### src/rtl/ahb_lsu_sequencer.sv
`default_nettype none
// ============================================================================
// Module      : ahb_lsu_sequencer
// Description : Multi-cycle load/store sequencer between the MIPS core and an
//               AHB-Lite bus. One NONSEQ transfer per memory instruction; the
//               core is stalled until the transfer completes. Load data is
//               lane-selected and sign/zero-extended; misaligned accesses and
//               bus errors are reported through err.
// Revision    : 1.0 - initial release
// ----------------------------------------------------------------------------
// Optional feature macro: LSU_MISALIGN_TRAP_EN
//   defined     : misaligned half/word accesses skip the bus, finish with err=1
//   not defined : HADDR low bits are forced to zero and the access proceeds
// ----------------------------------------------------------------------------
// Ports
//   clk, rst_n        : clock (shared with HCLK), synchronous active-low reset
//   req_valid         : memory instruction present, held until done
//   mem_write         : 1 = store, 0 = load
//   byte_control[1:0] : 0 word, 1 half, 2 byte, 3 word
//   arith_u           : 1 = zero-extend loads, 0 = sign-extend
//   addr, wdata       : effective address and store data
//   stall             : hold the core pipeline
//   done, rdata, err  : completion pulse, extended load data, error flag
//   HADDR..HWDATA     : AHB-Lite master outputs
//   HRDATA,HREADY,HRESP : AHB-Lite slave response
// ============================================================================
module ahb_lsu_sequencer #(
  parameter int ADDR_W = 32
) (
  input  logic              clk,
  input  logic              rst_n,
  input  logic              req_valid,
  input  logic              mem_write,
  input  logic [1:0]        byte_control,
  input  logic              arith_u,
  input  logic [ADDR_W-1:0] addr,
  input  logic [31:0]       wdata,
  output logic              stall,
  output logic              done,
  output logic [31:0]       rdata,
  output logic              err,
  output logic [ADDR_W-1:0] HADDR,
  output logic [1:0]        HTRANS,
  output logic              HWRITE,
  output logic [2:0]        HSIZE,
  output logic [31:0]       HWDATA,
  input  logic [31:0]       HRDATA,
  input  logic              HREADY,
  input  logic              HRESP
);

  typedef enum logic [1:0] {
    S_IDLE = 2'd0,
    S_ADDR = 2'd1,
    S_DATA = 2'd2,
    S_DONE = 2'd3
  } state_t;

  localparam logic [2:0] SIZE_BYTE = 3'd0;
  localparam logic [2:0] SIZE_HALF = 3'd1;
  localparam logic [2:0] SIZE_WORD = 3'd2;

  state_t              state_q, state_d;
  logic [ADDR_W-1:0]   haddr_q, haddr_d;
  logic                hwrite_q, hwrite_d;
  logic [2:0]          hsize_q, hsize_d;
  logic [31:0]         hwdata_q, hwdata_d;
  logic [1:0]          lane_q, lane_d;
  logic                unsigned_q, unsigned_d;
  logic [31:0]         rdata_q, rdata_d;
  logic                err_q, err_d;

  logic [2:0]          size_req;
  logic [ADDR_W-1:0]   req_addr;
  logic                misalign_trap;
  logic [31:0]         store_rep;
  logic [31:0]         load_ext;
  logic [7:0]          load_byte;
  logic [15:0]         load_half;

  // byte_control encoding 3 falls back to a word access.
  always_comb begin
    case (byte_control)
      2'd1:    size_req = SIZE_HALF;
      2'd2:    size_req = SIZE_BYTE;
      default: size_req = SIZE_WORD;
    endcase
  end

`ifdef LSU_MISALIGN_TRAP_EN
  always_comb begin
    req_addr      = addr;
    misalign_trap = ((size_req == SIZE_HALF) && addr[0]) ||
                    ((size_req == SIZE_WORD) && (addr[1:0] != 2'b00));
  end
`else
  // No trap: misaligned requests are silently aligned down to the access size.
  always_comb begin
    req_addr      = addr;
    misalign_trap = 1'b0;
    if (size_req == SIZE_HALF) begin
      req_addr[0] = 1'b0;
    end else if (size_req == SIZE_WORD) begin
      req_addr[1:0] = 2'b00;
    end
  end
`endif

  // Stores replicate the operand across every lane so the slave can pick the
  // lane addressed by HADDR without any shifting on our side. wdata is held
  // by the core until done, so it is still valid when the address phase ends.
  always_comb begin
    case (hsize_q)
      SIZE_BYTE: store_rep = {4{wdata[7:0]}};
      SIZE_HALF: store_rep = {2{wdata[15:0]}};
      default:   store_rep = wdata;
    endcase
  end

  // Little-endian lane select followed by sign/zero extension.
  always_comb begin
    case (lane_q)
      2'd0:    load_byte = HRDATA[7:0];
      2'd1:    load_byte = HRDATA[15:8];
      2'd2:    load_byte = HRDATA[23:16];
      default: load_byte = HRDATA[31:24];
    endcase
    load_half = lane_q[1] ? HRDATA[31:16] : HRDATA[15:0];
    case (hsize_q)
      SIZE_BYTE: load_ext = unsigned_q ? {24'h0, load_byte}
                                       : {{24{load_byte[7]}}, load_byte};
      SIZE_HALF: load_ext = unsigned_q ? {16'h0, load_half}
                                       : {{16{load_half[15]}}, load_half};
      default:   load_ext = HRDATA;
    endcase
  end

  always_comb begin
    state_d    = state_q;
    haddr_d    = haddr_q;
    hwrite_d   = hwrite_q;
    hsize_d    = hsize_q;
    hwdata_d   = hwdata_q;
    lane_d     = lane_q;
    unsigned_d = unsigned_q;
    rdata_d    = rdata_q;
    err_d      = err_q;
    case (state_q)
      S_IDLE: begin
        if (req_valid) begin
          if (misalign_trap) begin
            state_d = S_DONE;
            err_d   = 1'b1;
          end else begin
            haddr_d    = req_addr;
            hwrite_d   = mem_write;
            hsize_d    = size_req;
            lane_d     = req_addr[1:0];
            unsigned_d = arith_u;
            state_d    = S_ADDR;
          end
        end
      end
      S_ADDR: begin
        if (HREADY) begin
          hwdata_d = store_rep;
          state_d  = S_DATA;
        end
      end
      S_DATA: begin
        if (HREADY) begin
          state_d = S_DONE;
          if (HRESP) begin
            // Second cycle of the two-cycle ERROR response.
            err_d   = 1'b1;
            rdata_d = 32'h0;
          end else begin
            err_d = 1'b0;
            if (!hwrite_q) begin
              rdata_d = load_ext;
            end
          end
        end
      end
      default: begin
        // DONE: the core advances on this edge; never relaunch from here.
        state_d = S_IDLE;
      end
    endcase
  end

  always_ff @(posedge clk) begin
    if (!rst_n) begin
      state_q    <= S_IDLE;
      haddr_q    <= '0;
      hwrite_q   <= 1'b0;
      hsize_q    <= 3'd0;
      hwdata_q   <= 32'h0;
      lane_q     <= 2'd0;
      unsigned_q <= 1'b0;
      rdata_q    <= 32'h0;
      err_q      <= 1'b0;
    end else begin
      state_q    <= state_d;
      haddr_q    <= haddr_d;
      hwrite_q   <= hwrite_d;
      hsize_q    <= hsize_d;
      hwdata_q   <= hwdata_d;
      lane_q     <= lane_d;
      unsigned_q <= unsigned_d;
      rdata_q    <= rdata_d;
      err_q      <= err_d;
    end
  end

  assign stall  = rst_n & (((state_q == S_IDLE) & req_valid) |
                           (state_q == S_ADDR) | (state_q == S_DATA));
  assign done   = (state_q == S_DONE);
  assign HTRANS = (state_q == S_ADDR) ? 2'b10 : 2'b00;
  assign HADDR  = haddr_q;
  assign HWRITE = hwrite_q;
  assign HSIZE  = hsize_q;
  assign HWDATA = hwdata_q;
  assign rdata  = rdata_q;
  assign err    = err_q;

endmodule
`default_nettype wire

### config.mk
export PLATFORM = sky130hd
export DESIGN_NAME = ahb_lsu_sequencer
export DESIGN_NICKNAME = d
export VERILOG_FILES = /design/src/rtl/ahb_lsu_sequencer.sv
export SDC_FILE = /design/constraint.sdc
export NUM_CORES = 1
export LEC_CHECK = 0
export ABC_AREA = 1
export ABC_CLOCK_PERIOD_IN_PS = 1900
export BUFFER_PORTS_ARGS = -buffer_cell sky130_fd_sc_hd__buf_4
export CAP_MARGIN = 20
export CORE_MARGIN = 3
export CORE_UTILIZATION = 30
export CTS_CLUSTER_DIAMETER = 40
export DETAILED_ROUTE_END_ITERATION = 8
export GPL_TIMING_DRIVEN = 0
export MAX_ROUTING_LAYER = met4
export PLACE_DENSITY = 0.63
export SYNTH_ARGS = -nofsm -noshare
export SYNTH_HDL_FRONTEND = slang
export SYNTH_SLANG_ARGS = --single-unit
### constraint.sdc
create_clock -name clk -period 1.9 [get_ports clk]
set_clock_uncertainty 0.1 [all_clocks]
set_input_delay 0.38 -clock clk [delete_from_list [all_inputs] [get_ports clk]]
set_output_delay 0.38 -clock clk [all_outputs]
set_load 0.01 [all_outputs]
==> impl_metrics.tcl <==
set metrics [dict create \
    htree_levels 3 \
    dp_hpwl_mm 12.7 \
    worst_slew_pin_slew_ns 0.692 \
    mostFrequentLayoutCell "buf_4" \
    hp-class "in2reg" \
    grt_max_degree 17 \
    fp.dieArea_mm2 0.0174 \
    hold_viol 0 \
    tritoncts "done" \
    cts.reportedPaths.clkPinSlew_ns 0.07 \
    clock_sinks 103 \
    status "finished clean" \
    postLayoutCoreUtil 0.456 \
    avgRoutedWirePerCell_um 14.9 \
    worstSetupEndpointType "primary output" \
    viasPerCell 4.62 \
    drc 0 \
    area_growth_syn_to_layout_pct 47.1 \
    cp.required_ns 1.42 \
    antenna_found_initial 0 \
    final_cells 1107 \
    syn_inst 670 \
    fmax_mhz 549 \
    die_w_um 132 \
    rsz0062_at_grt "true" \
    finalNetCount 1001 \
    antenna_cells 0 \
    synth_warnings 0 \
    pwr-share-clk 0.252 \
    core_mm2 0.0153 \
    final_cell_mix "buf_4 (215), nand2_1 (148), dfxtp_1 (101)" \
    fp.dieH_um 132 \
    portBuffers 206 \
    vias 5113 \
    start_util 0.310 \
    netlist_area_mm2 0.00474 \
    numCtsBuffers 9 \
    p_sw_frac 0.364 \
    power.switching_w 0.00293 \
    max_slew_margin 0.539 \
    cp_max_fo 4 \
    drv_cap 0 \
    crit_type "reg2out" \
    p_seq_frac 0.350 \
    clockBufferDepth 2 \
    p_int_w 0.00512 \
    grt_pass1_wl_mm 25.9 \
    placedCellCount 1088 \
    met3_usage 0.0504 \
    power_density_mw_per_mm2 1150 \
    start_kind "flop" \
    setup_viol 0 \
    grt.busiest_layer "met2" \
    gp_congestion 0.836 \
    drt_iter0_drc 301 \
    synth_area_per_cell_um2 7.08 \
    groute.usage.overall 0.191 \
    finalCritPeriodShare 0.959 \
    grt_pass1_vias 4922 \
    gr-total-overflow 0 \
    antenna_left 0 \
    p_comb_frac 0.399 \
    peakVddDrop_uv 468 \
    first_pass_iters 4 \
    arrival_ns 1.34 \
    rows 45 \
    yosysSeqAreaShare 0.435 \
    cts_root_buf "clkbuf_16" \
    synth_seq_cells 103 \
    drv_slew 0 \
    ctsHoldBuffers 0 \
    use_met2 0.296 \
    leakage_nw 3.30 \
    ff2ff_setup_slack_ns 0.12 \
    drive_above_1_share 0.324 \
    ys_types 31 \
    insertion_delay_ns 0.35 \
    io_pins 210 \
    finalCriticalPeriod_ns 1.82 \
    routed_wl_mm 16.5 \
    met1_usage 0.240 \
]
## final timing paths
check,end,startpoint,cells after the start
worst max-delay path,stall,state_q[1],5
worst min-delay path,HADDR[28],addr[28],3
worst max register to register,rdata[16],state_q[0],12
worst min register to register,rdata[17],rdata[17],2
## cell usage after synthesis (all sizes together)
| master | count | area, µm² |
|---|---|---|
| a21oi | 71 | 397 |
| a211oi | 4 | 30.0 |
| conb | 1 | 3.75 |
| clkinv | 2 | 8.75 |
| buf | 13 | 114 |
| nor3 | 1 | 5.00 |
| o211ai | 19 | 143 |
| dfxtp | 103 | 2060 |
| o21a | 1 | 15.0 |
| a31oi | 9 | 56.3 |
| clkbuf | 31 | 116 |
| inv | 60 | 225 |
| nor2 | 97 | 388 |
| or2 | 1 | 6.26 |
| nand3 | 23 | 140 |
| o21ai | 66 | 330 |
| o22ai | 1 | 6.26 |
| ha | 5 | 62.6 |
| nand2 | 162 | 636 |
## state kept, by name, summed over array words and instances (netlist names)
| register | flops |
|---|---|
| unsigned_q | 1 |
| HSIZE | 2 |
| rdata | 32 |
| err | 1 |
| state_q | 2 |
| HWDATA | 32 |
| HADDR | 32 |
| HWRITE | 1 |
## kinds of logic after synthesis
group                      Yosys count  synth area share
DFF                                103             0.435
AOI/OAI and AO/OA                  171             0.206
adders and majority gates            5            0.0132
buffers and inverters              106            0.0978
and+or+nand+nor                    284             0.248
other                                1          0.000790
## what timing repair did
item	CTS	global route
setup buffers	1	4
resized for setup	14	20
pin swaps	0	4
setup endpoints to repair	50	58
## routing by layer
metal,up-vias,share of wire
met4,0,0.026
met3,31,0.066
met5,-,0
met2,191,0.46
li1,2593,-
met1,2298,0.45
## critical path: stages (launching register included)
cell and delay [ns]:
dfxtp_2 0.34, inv_2 0.09, ha_2 0.23, inv_1 0.05, a31oi_1 0.12, buf_4 0.16
## metrics by stage
step           worst slack, ns  setup TNS, ns  hold WS, ns  area (µm²)  power [W]
2_1_floorplan            0.241              0        0.388        4750    0.00461
3_3_place_gp            -0.347          -1.26        0.355        6560    0.00593
3_5_place_dp            -0.351          -1.83        0.359        6560    0.00595
4_1_cts                -0.0346        -0.0346        0.160        6920    0.00806
5_1_grt               -0.00630       -0.00630        0.167        6980    0.00861
6_report                0.0779              0        0.170        6980    0.00805
## power by group through the flow
stage               clock network [W]  registers (W)  logic (W)
floorplan                           0        0.00301    0.00160
global placement                    0        0.00284    0.00309
detailed placement                  0        0.00284    0.00311
CTS                           0.00208        0.00281    0.00316
global route                  0.00217        0.00288    0.00356
finish                        0.00203        0.00282    0.00321
## final cells by class
cell class                 count  area [µm²]
inverter                      62         236
multi-input combinational    462        2270
clock buffer                  13         280
buffer                        42         235
clock inverter                 3        46.3
sequential                   103        2060
fill                        1622        8340
timing repair buffer         211        1580
tap                          211         264
(Power assumes the default switching activity.)
